## src/rtl/usb_link_ctrl_if.sv

```systemverilog
// rtl/usb_link_ctrl_if.sv - link-layer signal bundle for usb_link_ctrl (optional toggle ports under USB_TOGGLE_EN)
interface usb_link_ctrl_if;
    logic       rx_pid_en;
    logic [3:0] rx_pid;
    logic [3:0] rx_endp;
    logic       crc5_err;
    logic       rx_data_done;
    logic       rx_data_crc_ok;
    logic       ep_ready;
    logic       ep_stall;
    logic       tx_data_done;
    logic       rx_handshake_on;
    logic       tx_data_start;
    logic       tx_hs_en;
    logic [3:0] tx_hs_pid;
    logic [3:0] cur_endp;
    logic       xfer_ok;
    logic       xfer_dir;
    logic       timeout;
`ifdef USB_TOGGLE_EN
    logic [3:0] rx_data_pid;
    logic [3:0] tx_data_pid;
`endif

    // Sequencer side
    modport slave (
        input  rx_pid_en, rx_pid, rx_endp, crc5_err, rx_data_done, rx_data_crc_ok,
        input  ep_ready, ep_stall, tx_data_done,
`ifdef USB_TOGGLE_EN
        input  rx_data_pid,
        output tx_data_pid,
`endif
        output rx_handshake_on, tx_data_start, tx_hs_en, tx_hs_pid, cur_endp,
        output xfer_ok, xfer_dir, timeout
    );

    // Link / endpoint side
    modport master (
        output rx_pid_en, rx_pid, rx_endp, crc5_err, rx_data_done, rx_data_crc_ok,
        output ep_ready, ep_stall, tx_data_done,
`ifdef USB_TOGGLE_EN
        output rx_data_pid,
        input  tx_data_pid,
`endif
        input  rx_handshake_on, tx_data_start, tx_hs_en, tx_hs_pid, cur_endp,
        input  xfer_ok, xfer_dir, timeout
    );
endinterface

```

## src/rtl/usb_link_ctrl.sv

```systemverilog
// rtl/usb_link_ctrl.sv - device-side USB transaction sequencer; optional data toggle under USB_TOGGLE_EN
module usb_link_ctrl #(
    parameter int TIMEOUT = 800,
    parameter int TO_W    = 10
) (
    input  logic              clk,
    input  logic              rst_n,
    usb_link_ctrl_if.slave    bus
);
    localparam logic [3:0] PID_OUT   = 4'b0001;
    localparam logic [3:0] PID_IN    = 4'b1001;
    localparam logic [3:0] PID_SETUP = 4'b1101;
    localparam logic [3:0] PID_ACK   = 4'b0010;
    localparam logic [3:0] PID_NAK   = 4'b1010;
    localparam logic [3:0] PID_STALL = 4'b1110;
`ifdef USB_TOGGLE_EN
    localparam logic [3:0] PID_DATA0 = 4'b0011;
    localparam logic [3:0] PID_DATA1 = 4'b1011;
`endif
    localparam logic [TO_W-1:0] CNT_LAST = TO_W'(TIMEOUT - 1);

    typedef enum logic [1:0] {IDLE, RX_DATA, TX_DATA, WAIT_HS} state_t;

    state_t          state, state_n;
    logic [TO_W-1:0] cnt, cnt_n;
    logic [3:0]      endp_q, endp_n;
    logic            is_setup, setup_n;
    logic            hs_en_q, hs_en_n;
    logic [3:0]      hs_pid_q, hs_pid_n;
    logic            start_q, start_n;
    logic            ok_q, ok_n;
    logic            dir_q, dir_n;
    logic            to_q, to_n;
    logic            tok_ok;
`ifdef USB_TOGGLE_EN
    logic [15:0]     toggle, tog_n;
`endif

    // A token counts only when its CRC5 is good and it is OUT, IN or SETUP
    assign tok_ok = bus.rx_pid_en && !bus.crc5_err &&
                    (bus.rx_pid == PID_OUT || bus.rx_pid == PID_IN || bus.rx_pid == PID_SETUP);

    // State, counter and registered output pulses
    always_ff @(posedge clk or negedge rst_n) begin
        if (!rst_n) begin
            state    <= IDLE;
            cnt      <= '0;
            endp_q   <= '0;
            is_setup <= 1'b0;
            hs_en_q  <= 1'b0;
            hs_pid_q <= '0;
            start_q  <= 1'b0;
            ok_q     <= 1'b0;
            dir_q    <= 1'b0;
            to_q     <= 1'b0;
        end else begin
            state    <= state_n;
            cnt      <= cnt_n;
            endp_q   <= endp_n;
            is_setup <= setup_n;
            hs_en_q  <= hs_en_n;
            hs_pid_q <= hs_pid_n;
            start_q  <= start_n;
            ok_q     <= ok_n;
            dir_q    <= dir_n;
            to_q     <= to_n;
        end
    end

`ifdef USB_TOGGLE_EN
    // Per-endpoint data toggle bits
    always_ff @(posedge clk or negedge rst_n) begin
        if (!rst_n) toggle <= '0;
        else        toggle <= tog_n;
    end
`endif

    // Next-state and next-output decode; a fresh token preempts a pending transaction
    always_comb begin
        state_n  = state;
        cnt_n    = '0;
        endp_n   = endp_q;
        setup_n  = is_setup;
        hs_en_n  = 1'b0;
        hs_pid_n = 4'b0000;
        start_n  = 1'b0;
        ok_n     = 1'b0;
        dir_n    = 1'b0;
        to_n     = 1'b0;
`ifdef USB_TOGGLE_EN
        tog_n    = toggle;
`endif
        if (state == RX_DATA || state == WAIT_HS)
            cnt_n = cnt + TO_W'(1);

        if (tok_ok && state != TX_DATA) begin
            endp_n = bus.rx_endp;
            cnt_n  = '0;
            if (bus.rx_pid == PID_IN) begin
                state_n = IDLE;
                if (bus.ep_stall) begin
                    hs_en_n  = 1'b1;
                    hs_pid_n = PID_STALL;
                end else if (!bus.ep_ready) begin
                    hs_en_n  = 1'b1;
                    hs_pid_n = PID_NAK;
                end else begin
                    start_n = 1'b1;
                    state_n = TX_DATA;
                end
            end else begin
                state_n = RX_DATA;
                setup_n = (bus.rx_pid == PID_SETUP);
            end
        end else begin
            case (state)
                RX_DATA: begin
                    if (bus.rx_data_done) begin
                        state_n = IDLE;
                        if (bus.rx_data_crc_ok) begin
                            if (is_setup) begin
                                hs_en_n  = 1'b1;
                                hs_pid_n = PID_ACK;
                                ok_n     = 1'b1;
`ifdef USB_TOGGLE_EN
                                // SETUP always restarts the endpoint at DATA0
                                tog_n[endp_q] = 1'b0;
                                if (bus.rx_data_pid == PID_DATA0) tog_n[endp_q] = 1'b1;
                                else                              ok_n = 1'b0;
`endif
                            end else if (bus.ep_stall) begin
                                hs_en_n  = 1'b1;
                                hs_pid_n = PID_STALL;
                            end else if (!bus.ep_ready) begin
                                hs_en_n  = 1'b1;
                                hs_pid_n = PID_NAK;
                            end else begin
                                hs_en_n  = 1'b1;
                                hs_pid_n = PID_ACK;
                                ok_n     = 1'b1;
`ifdef USB_TOGGLE_EN
                                // A repeated packet is ACKed but not delivered again
                                if (bus.rx_data_pid == (toggle[endp_q] ? PID_DATA1 : PID_DATA0))
                                    tog_n[endp_q] = ~toggle[endp_q];
                                else
                                    ok_n = 1'b0;
`endif
                            end
                        end
                    end else if (cnt == CNT_LAST) begin
                        to_n    = 1'b1;
                        state_n = IDLE;
                    end
                end
                TX_DATA: begin
                    if (bus.tx_data_done) state_n = WAIT_HS;
                end
                WAIT_HS: begin
                    if (bus.rx_pid_en && !bus.crc5_err) begin
                        state_n = IDLE;
                        if (bus.rx_pid == PID_ACK) begin
                            ok_n  = 1'b1;
                            dir_n = 1'b1;
`ifdef USB_TOGGLE_EN
                            tog_n[endp_q] = ~toggle[endp_q];
`endif
                        end
                    end else if (cnt == CNT_LAST) begin
                        to_n    = 1'b1;
                        state_n = IDLE;
                    end
                end
                default: ;
            endcase
        end

        if (state_n == IDLE || state_n == TX_DATA)
            cnt_n = '0;
    end

    assign bus.rx_handshake_on = (state == WAIT_HS);
    assign bus.tx_data_start   = start_q;
    assign bus.tx_hs_en        = hs_en_q;
    assign bus.tx_hs_pid       = hs_pid_q;
    assign bus.cur_endp        = endp_q;
    assign bus.xfer_ok         = ok_q;
    assign bus.xfer_dir        = dir_q;
    assign bus.timeout         = to_q;
`ifdef USB_TOGGLE_EN
    assign bus.tx_data_pid     = (state == TX_DATA) ? (toggle[endp_q] ? PID_DATA1 : PID_DATA0) : 4'b0000;
`endif

endmodule

```

## src/flat_wrapper.sv

```systemverilog
// flat-port wrapper written by rule: the top's interface ports become plain ports
module usb_link_ctrl_flat 
#(
    parameter int TIMEOUT = 800,
    parameter int TO_W    = 10
)
  (clk, rst_n, bus_rx_pid_en, bus_rx_pid, bus_rx_endp, bus_crc5_err, bus_rx_data_done, bus_rx_data_crc_ok, bus_ep_ready, bus_ep_stall, bus_tx_data_done, bus_rx_handshake_on, bus_tx_data_start, bus_tx_hs_en, bus_tx_hs_pid, bus_cur_endp, bus_xfer_ok, bus_xfer_dir, bus_timeout);
  usb_link_ctrl_if bus_i ();
  input  logic clk;
  input  logic rst_n;
  input wire logic [$bits(bus_i.rx_pid_en)-1:0] bus_rx_pid_en;
  input wire logic [$bits(bus_i.rx_pid)-1:0] bus_rx_pid;
  input wire logic [$bits(bus_i.rx_endp)-1:0] bus_rx_endp;
  input wire logic [$bits(bus_i.crc5_err)-1:0] bus_crc5_err;
  input wire logic [$bits(bus_i.rx_data_done)-1:0] bus_rx_data_done;
  input wire logic [$bits(bus_i.rx_data_crc_ok)-1:0] bus_rx_data_crc_ok;
  input wire logic [$bits(bus_i.ep_ready)-1:0] bus_ep_ready;
  input wire logic [$bits(bus_i.ep_stall)-1:0] bus_ep_stall;
  input wire logic [$bits(bus_i.tx_data_done)-1:0] bus_tx_data_done;
  output wire logic [$bits(bus_i.rx_handshake_on)-1:0] bus_rx_handshake_on;
  output wire logic [$bits(bus_i.tx_data_start)-1:0] bus_tx_data_start;
  output wire logic [$bits(bus_i.tx_hs_en)-1:0] bus_tx_hs_en;
  output wire logic [$bits(bus_i.tx_hs_pid)-1:0] bus_tx_hs_pid;
  output wire logic [$bits(bus_i.cur_endp)-1:0] bus_cur_endp;
  output wire logic [$bits(bus_i.xfer_ok)-1:0] bus_xfer_ok;
  output wire logic [$bits(bus_i.xfer_dir)-1:0] bus_xfer_dir;
  output wire logic [$bits(bus_i.timeout)-1:0] bus_timeout;
  assign bus_i.rx_pid_en = bus_rx_pid_en;
  assign bus_i.rx_pid = bus_rx_pid;
  assign bus_i.rx_endp = bus_rx_endp;
  assign bus_i.crc5_err = bus_crc5_err;
  assign bus_i.rx_data_done = bus_rx_data_done;
  assign bus_i.rx_data_crc_ok = bus_rx_data_crc_ok;
  assign bus_i.ep_ready = bus_ep_ready;
  assign bus_i.ep_stall = bus_ep_stall;
  assign bus_i.tx_data_done = bus_tx_data_done;
  assign bus_rx_handshake_on = bus_i.rx_handshake_on;
  assign bus_tx_data_start = bus_i.tx_data_start;
  assign bus_tx_hs_en = bus_i.tx_hs_en;
  assign bus_tx_hs_pid = bus_i.tx_hs_pid;
  assign bus_cur_endp = bus_i.cur_endp;
  assign bus_xfer_ok = bus_i.xfer_ok;
  assign bus_xfer_dir = bus_i.xfer_dir;
  assign bus_timeout = bus_i.timeout;
  usb_link_ctrl #(.TIMEOUT(TIMEOUT), .TO_W(TO_W)) u_core (.clk(clk), .rst_n(rst_n), .bus(bus_i));
endmodule
```

## config.mk

```make
export PLATFORM = sky130hd
export DESIGN_NAME = usb_link_ctrl_flat
export DESIGN_NICKNAME = d
export VERILOG_FILES = /design/src/rtl/usb_link_ctrl_if.sv /design/src/rtl/usb_link_ctrl.sv /design/src/flat_wrapper.sv
export SDC_FILE = /design/constraint.sdc
export NUM_CORES = 1
export LEC_CHECK = 0
export BUFFER_PORTS_ARGS = -buffer_cell sky130_fd_sc_hd__buf_2
export CORE_ASPECT_RATIO = 1.1
export CORE_MARGIN = 3
export CORE_UTILIZATION = 30
export DETAILED_ROUTE_END_ITERATION = 16
export SYNTH_ARGS = -nofsm -noshare
export SYNTH_HDL_FRONTEND = slang
export SYNTH_SLANG_ARGS = --single-unit
export TNS_END_PERCENT = 100
```

## constraint.sdc

```tcl
create_clock -name clk -period 1.95 [get_ports clk]
set_input_delay 0.0975 -clock clk [delete_from_list [all_inputs] [get_ports clk]]
set_output_delay 0.0975 -clock clk [all_outputs]
set_load 0.02 [all_outputs]
```

# After elaboration in Yosys (flattened, before gate mapping)
# Cells that the tools add are included.
# word_totals
out_inout_bits	14
regBits	26
word_cells	79
in_bits	17
# op_classes
n_bitwise	1
muxes	47
n_addsub	1
n_reduce_logical	10
eq_ne	10
# op_table
cell	n
$mux 4	10
$mux 10	3
$mux 1	23
$mux 2	8
$add 10x1->10 const B	1
$eq 10x10->1 const B	1
$eq 4x4->1 const B	2
$eq 2x2->1 const B	3
$pmux 2 s3	1
$eq 4x1->1 const B	1
$eq 4x2->1 const B	1
$logic_or 1x1->1	4
$pmux 1 s2	2
$logic_and 1x1->1	3
$eq 2x1->1 const B	1
$logic_not 2->1	1
$ne 2x2->1 const B	1
$reduce_and 2->1	1
$logic_not 1->1	1
$not 1->1	1

# Longest topological paths before layout
# Gate-level depths: netlist of run 1.
# logic_depth
depth_word	9
mapped_depth	6
ltp_nobuf	5

# Worst setup path before layout of run 1
# OpenSTA, ideal clock, no wires.
# synth_timing
path_type	register -> register
start	reg u_core.cnt[0]
end	reg u_core.cnt[5]
setup_time_ns	0.069
arrival_ns	1.344
synth_period_minus_slack_ns	1.413
stages_incl_launch_ff	7
t_required_ns	1.881
slack_ns	0.537
path_cell_list	dfrtp_1 > ha_1 > and4_1 > nand3b_1 > nand4_2 > buf_6 > nor2_2
# synth_via
elab_chain_cells	8
# synth_rtl
element	line_no	source
start, declared	usb_link_ctrl.sv:25	logic [TO_W-1:0] cnt, cnt_n;
start signal, assigned	usb_link_ctrl.sv:58	cnt <= cnt_n;
$eq 10x10->1	usb_link_ctrl.sv:150, usb_link_ctrl.sv:168	
$mux 2	usb_link_ctrl.sv:150, usb_link_ctrl.sv:168	
$mux 2, on equally long branches	usb_link_ctrl.sv:159, usb_link_ctrl.sv:118	
$pmux 2 s3	usb_link_ctrl.sv:116	case (state)
$mux 2	usb_link_ctrl.sv:96	if (tok_ok && state != TX_DATA) begin
$eq 2x2->1 or $logic_not 2->1 (tied branches)	usb_link_ctrl.sv:177	if (state_n == IDLE || state_n == TX_DATA)
$logic_or 1x1->1	usb_link_ctrl.sv:177	
$mux 10 *	usb_link_ctrl.sv:177	
named net u_core.cnt_n[5]	usb_link_ctrl.sv:25	
# Mark *: on every way through the listed nets, which the timed path passes. The rest lies on a longest branch.
# A chain may end at the register's enable or synchronous reset.

# Final worst setup path of run 1
# layout_timing
start	reg u_core.cnt[0]
end	reg u_core.cnt[7]
# Same word-level chain as after synthesis.

==> run summary, run 1 <==
R2R depth = 5
Antenna Nets Post-Route = 0
Most used DFF post-synth = dfrtp_1
Share of layout cells above drive strength 1 = 41.04%
Total GRT Usage = 10.54%
Cell Area, Synth = 1216 um2
Layout fillers = 366
Placed cells = 179
Crit share post-route = 88.45%
Final setup vio count = 0
Worst skew pair latency = 0.26 ns
Maxcap violations = 0
Worst r2r src = u_core.cnt[0]
Post-synthesis simple-gate area fraction = 30.14%
Fin cells = 184
Synth top area cells = dfrtp_1 (49%), nor2_2 (5.1%), mux2_4 (4.9%)
Initial Util = 32.26%
FMAX = 579.8 MHz
CP startpoint = u_core.cnt[0]
Number of synthesized flops with an enable pin = 0
Row count = 23
Area leader, netlist = dfrtp_1
Yosys top cell area share = 49.38%
Synth Area in Adders = 1.029%
Mean routed wirelength per cell = 12.37 um
Via count = 856
DIE WIDTH = 66.71 um
Largest buffer count on any clock path = 2
First-pass GRT wire length = 3.967 mm
PortBufs = 29
Die Ht = 72.78 um
Largest net degree at the start of global routing = 25
Cells after synthesis = 103
Share of total power in sequential cells = 42.8%
N_diodes = 0
Worst EP arrival = 1.92 ns
CTS clk-pin slew, worst paths = 0.08 ns
DIE AREA = 4855 um2
Final Skew = 0.004267 ns
R2R Setup Slk = 0.23 ns
Outcome = finished, final reports clean
Htree depth = 1
Area growth, synth to finish = 21.61%
P per Cell Area = 1052 nW/um2
Synth Area in Compound Gates = 4.835%
Io pins = 31
Max IR drop VDD = 0.5169 mV
Max reg flops = 10
Pins over their slew limit = 0
Critical path peak fanout = 11
Pre-antenna DRT Iters = 4
Switching portion of total power = 32.11%
CTS root buf = clkbuf_8
RSZ-0062 raised after global routing = no
CP Data Required Time = 2.14 ns
Final Util = 39.23%
Syn nets = 121
WL final = 2.276 mm
Vias in the first global route = 844
GP Congestion = 0.8541
Initial antenna violation count = 0
Grt ovf = 0
1st-iter DRT viols = 24
Tmin final = 1.725 ns
Post-Synth XOR/XNOR Area = 5.761%
Part of the Yosys area used for sequential elements = 49.38%
Critical Path End = u_core.cnt[7]
Internal = 1.056 mW
CTS buffer count = 3
CP startpoint kind = register
Combinational share of power = 29.3%
Clock sink count = 24
Clock share of power = 27.9%
Static Leak = 0.6955 nW
Switch Pwr = 499.7 uW
Synth top cells by count = dfrtp_1 (24), nor2_2 (10), nand3_1 (6)
Post-synth ARST share = 100.0%
CTS tree = yes
Vias/cell = 4.652
Post-synth cell types = 39
Hold Path Class = input pin to register
Combinational family with the most area after synthesis = simple AND/OR/NAND/NOR gates
Setup bufs post-CTS = 0
Post-DP HPWL = 1.834 mm
# DRC = 0
Slew @ Worst Pin = 0.5470 ns
Core area = 3770 um2
Final-stage net count = 153
Endpoints failing hold = 0
Worst Setup Path Type = register to register
Multiplexer share of the synthesized area = 5.761%
Slew headroom = 63.53%
Fin Setup TNS = 0 ns
Placed inst area = 1398 um2
Critical path endpoint category = register
Largest reg by FF count = u_core.cnt
#FFs+latches synth = 24
Syn avg cell area = 11.81 um2
Most common cell in the synthesized netlist = dfrtp_1
Synth warnings = 0
Fin area = 1479 um2
Reg2reg end = u_core.cnt[7]
-- placed cells by master (no fill, tap or decap), types with 2 or more instances in the layout --
cell / count
xnor2_1: 5
nand3_1: 6
dfrtp_1: 24
nand2b_1: 2
inv_1: 2
nor2b_4: 2
o21a_1: 2
xor2_1: 3
nor3_1: 2
nor2_1: 5
buf_2: 29
nand2_1: 3
nand4_1: 3
mux2_4: 4
nor2b_1: 4
nand3b_1: 2
clkbuf_8: 3
nor2_2: 10
-- power groups by stage --
| stage | clock [mW] | sequential (mW) | combinational (mW) |
|---|---|---|---|
| floorplan | 0 | 0.723 | 0.294 |
| global placement | 0 | 0.668 | 0.452 |
| detailed placement | 0 | 0.674 | 0.463 |
| CTS | 0.447 | 0.665 | 0.465 |
| global route | 0.463 | 0.684 | 0.501 |
| finish | 0.434 | 0.666 | 0.457 |
-- layer usage --
| metal | global-route usage (%) | share of wire (%) | up-vias |
|---|---|---|---|
| met2 | 17.07 | 50 | 17 |
| met4 | 3.386 | 0.44 | 0 |
| met3 | 2.003 | 4.3 | 2 |
| met5 | 0 | 0 | - |
| li1 | - | - | 416 |
| met1 | 14.17 | 46 | 421 |
-- through the flow --
step	total power, mW	hold slack (ns)	setup WS (ns)
global placement	1.121	0.1114	0.2886
global route	1.648	0.05280	0.04045
CTS	1.577	0.05116	0.1996
floorplan	1.017	-0.1981	0.5373
finish	1.556	0.06023	0.2253
detailed placement	1.137	0.1171	0.1949
-- area by class of cell --
type,instances,area [um2],area share (%)
inverters,2,7.507,0.5076
clock buffers,3,41.29,2.792
clock inverters,1,30.03,2.030
flip-flops and latches,24,600.6,40.61
well taps,50,62.56,4.230
multi-input cells,74,581.8,39.34
repair buffers,30,155.1,10.49
-- worst min path at each step --
stage / start / endpoint / slack [ns] / depth (start not counted)
after floorplan: rst_n / asynchronous set/reset pin / -0.20 / 0
after global placement: rst_n / u_core.bus.xfer_ok / 0.11 / 1
after detailed placement: rst_n / u_core.bus.timeout / 0.12 / 1
after CTS: bus_rx_endp[1] / u_core.bus.cur_endp[1] / 0.05 / 2
after global routing: bus_rx_endp[3] / u_core.bus.cur_endp[3] / 0.05 / 2
final: bus_rx_endp[1] / u_core.bus.cur_endp[1] / 0.06 / 2
-- timing repair --
item | CTS | global route
hold buffers | 1 | 0
resized for setup | 0 | 0
endpoints found under the hold margin | 24 | 0
-- worst max-delay path, stage by stage (launching register included) --
cell	delay (ns)
dfrtp_1	0.42
ha_1	0.25
and4_1	0.23
nand3b_1	0.15
nand4_2	0.38
nor2_2	0.22
-- cells by family after synthesis --
kind of cell             Yosys count
flip-flops                        24
adder cells (fa/ha/maj)            1
AND/OR/NAND/NOR                   51
XOR/XNOR                           8
AO/OA/AOI/OAI                      8
buffers and inverters              5
multiplexers                       5
other                              1
No activity file was read; power rests on OpenSTA's default activity.
==> inputs of run 2 (changes only) <==
- CTS_BUF_LIST: not set -> sky130_fd_sc_hd__clkbuf_2
==> run 2 against run 1 <==
Cell count rose by 3.8%. Register-to-register slack got worse by 0.06 ns. Setup slack got worse by 0.055 ns. Die area did not move. Fmax fell by 3.1%. Worst hold slack got worse by 0.012 ns. Core utilization rose by 1.2 points. Power fell by 5.7%. First-iteration DRC count fell by 17%. Sequential power barely moved. Cell area rose by 3.0%. Highest routed layer unchanged.
==> run summary, run 2 (synthesized netlist as in run 1, its figures left out) <==
Endpoints failing hold = 0
CP Data Required Time = 2.23 ns
CTS clk-pin slew, worst paths = 0.25 ns
FMAX = 561.9 MHz
Critical path peak fanout = 11
DIE AREA = 4855 um2
DIE WIDTH = 66.71 um
Final Skew = 0.02085 ns
Worst Setup Path Type = register to register
Largest buffer count on any clock path = 2
R2R depth = 5
Static Leak = 0.7157 nW
Mean routed wirelength per cell = 12.27 um
Pins over their slew limit = 0
Maxcap violations = 0
Max reg flops = 10
WL final = 2.343 mm
Die Ht = 72.78 um
Max IR drop VDD = 0.4349 mV
Worst EP arrival = 2.06 ns
Vias in the first global route = 876
CTS buffer count = 3
Initial antenna violation count = 0
Worst skew pair latency = 0.35 ns
RSZ-0062 raised after global routing = no
CP startpoint kind = register
Hold path depth = 3
Initial Util = 32.26%
Fin area = 1523 um2
Io pins = 31
Fin Setup TNS = 0 ns
Outcome = finished, final reports clean
PortBufs = 29
Placed inst area = 1398 um2
CTS root buf = clkbuf_2
Pre-antenna DRT Iters = 4
Slowest Stage Delay on Critical Path = 0.47 ns
1st-iter DRT viols = 20
Post-DP HPWL = 1.834 mm
GP Congestion = 0.8541
P per Cell Area = 963.7 nW/um2
Vias/cell = 4.644
CTS tree = yes
Largest net degree at the start of global routing = 25
N_diodes = 0
Grt ovf = 0
Total GRT Usage = 10.84%
Hold Path Class = input pin to register
Slowest-stage cell, CP = dfrtp_1
Via count = 887
Tmin final = 1.780 ns
Crit share post-route = 91.27%
Critical path endpoint category = register
Row count = 23
# DRC = 0
Area growth, synth to finish = 25.21%
Largest reg by FF count = u_core.cnt
Final-stage net count = 160
Final setup vio count = 0
Clock sink count = 24
Slew headroom = 64.19%
Slew @ Worst Pin = 0.5372 ns
Core area = 3770 um2
Most common cell after layout, fill and taps aside = buf_2
Most frequent cells in the layout = buf_2 (29), dfrtp_1 (24), nor2_2 (10), dlygate4sd3_1 (8), nand3_1 (6)
Antenna Nets Post-Route = 0
Cell Chain, Critical Path = ha_1, and4_1, nand3b_1, nand4_2, nor2_2
Htree depth = 1
First-pass GRT wire length = 4.091 mm
Share of layout cells above drive strength 1 = 39.01%
run 2: cell count changes in the layout (fill, tap and decap cells not counted), sizes merged:
cell	delta
dlygate4sd3	+7
run 2: layer usage:
| metal | part of all wire (%) | vias up | GRT usage [%] |
|---|---|---|---|
| li1 | - | 429 | - |
| met1 | 45 | 439 | 14.58 |
| met2 | 50 | 17 | 17.62 |
| met3 | 4.2 | 2 | 2.003 |
| met4 | 0.43 | 0 | 3.386 |
| met5 | 0 | - | 0 |
run 2: power by group:
part / internal [mW] / leakage (nW) / switching [mW] / total [mW]
sequential: 0.583 / 0.321 / 0.0820 / 0.665
clock: 0.177 / 0.0266 / 0.155 / 0.332
combinational: 0.208 / 0.368 / 0.262 / 0.470
total: 0.968 / 0.716 / 0.500 / 1.47
run 2: timing repair:
item / 4_1_cts / 5_1_grt
hold endpoints to repair: 32 / 0
setup buffers: 0 / 0
hold buffers: 8 / 0
resized for setup: 0 / 0
run 2: critical path: cells and delay by family, from the launching register on:
| family | cells | cell delay, ns |
|---|---|---|
| simple gates | 4 | 1.00 |
| flops | 1 | 0.47 |
| fa+ha+maj | 1 | 0.25 |
run 2: final timing paths:
path,to,startpoint,slack (ns)
max,u_core.cnt[4],u_core.cnt[0],0.17
min,u_core.is_setup,bus_rx_pid[2],0.05
max reg2reg,u_core.cnt[4],u_core.cnt[0],0.17
min reg2reg,u_core.cnt[0],u_core.cnt[0],0.51
max in group asynchronous,u_core.bus.cur_endp[3],rst_n,1.36
min in group asynchronous,u_core.bus.xfer_ok,rst_n,0.22
run 2: area by class of cell:
class	count	area (um2)
sequential	24	600.6
clock buffer	3	15.01
fill	368	2247
multi-input combinational	74	581.8
tap	50	62.56
clock inverter	1	30.03
inverter	2	7.507
timing repair buffer	37	225.2
run 2: through the flow:
step | setup WS [ns] | power, mW | util, % | std cells | hold WS, ns
floorplan | 0.5373 | 1.017 | - | 103 | -0.1981
global placement | 0.2886 | 1.121 | 37.07 | 179 | 0.1114
detailed placement | 0.1949 | 1.137 | 37.07 | 179 | 0.1171
CTS | 0.1589 | 1.481 | 40.39 | 191 | 0.03757
global route | 0.01640 | 1.556 | 40.39 | 191 | 0.04776
finish | 0.1702 | 1.467 | 40.39 | 191 | 0.04830
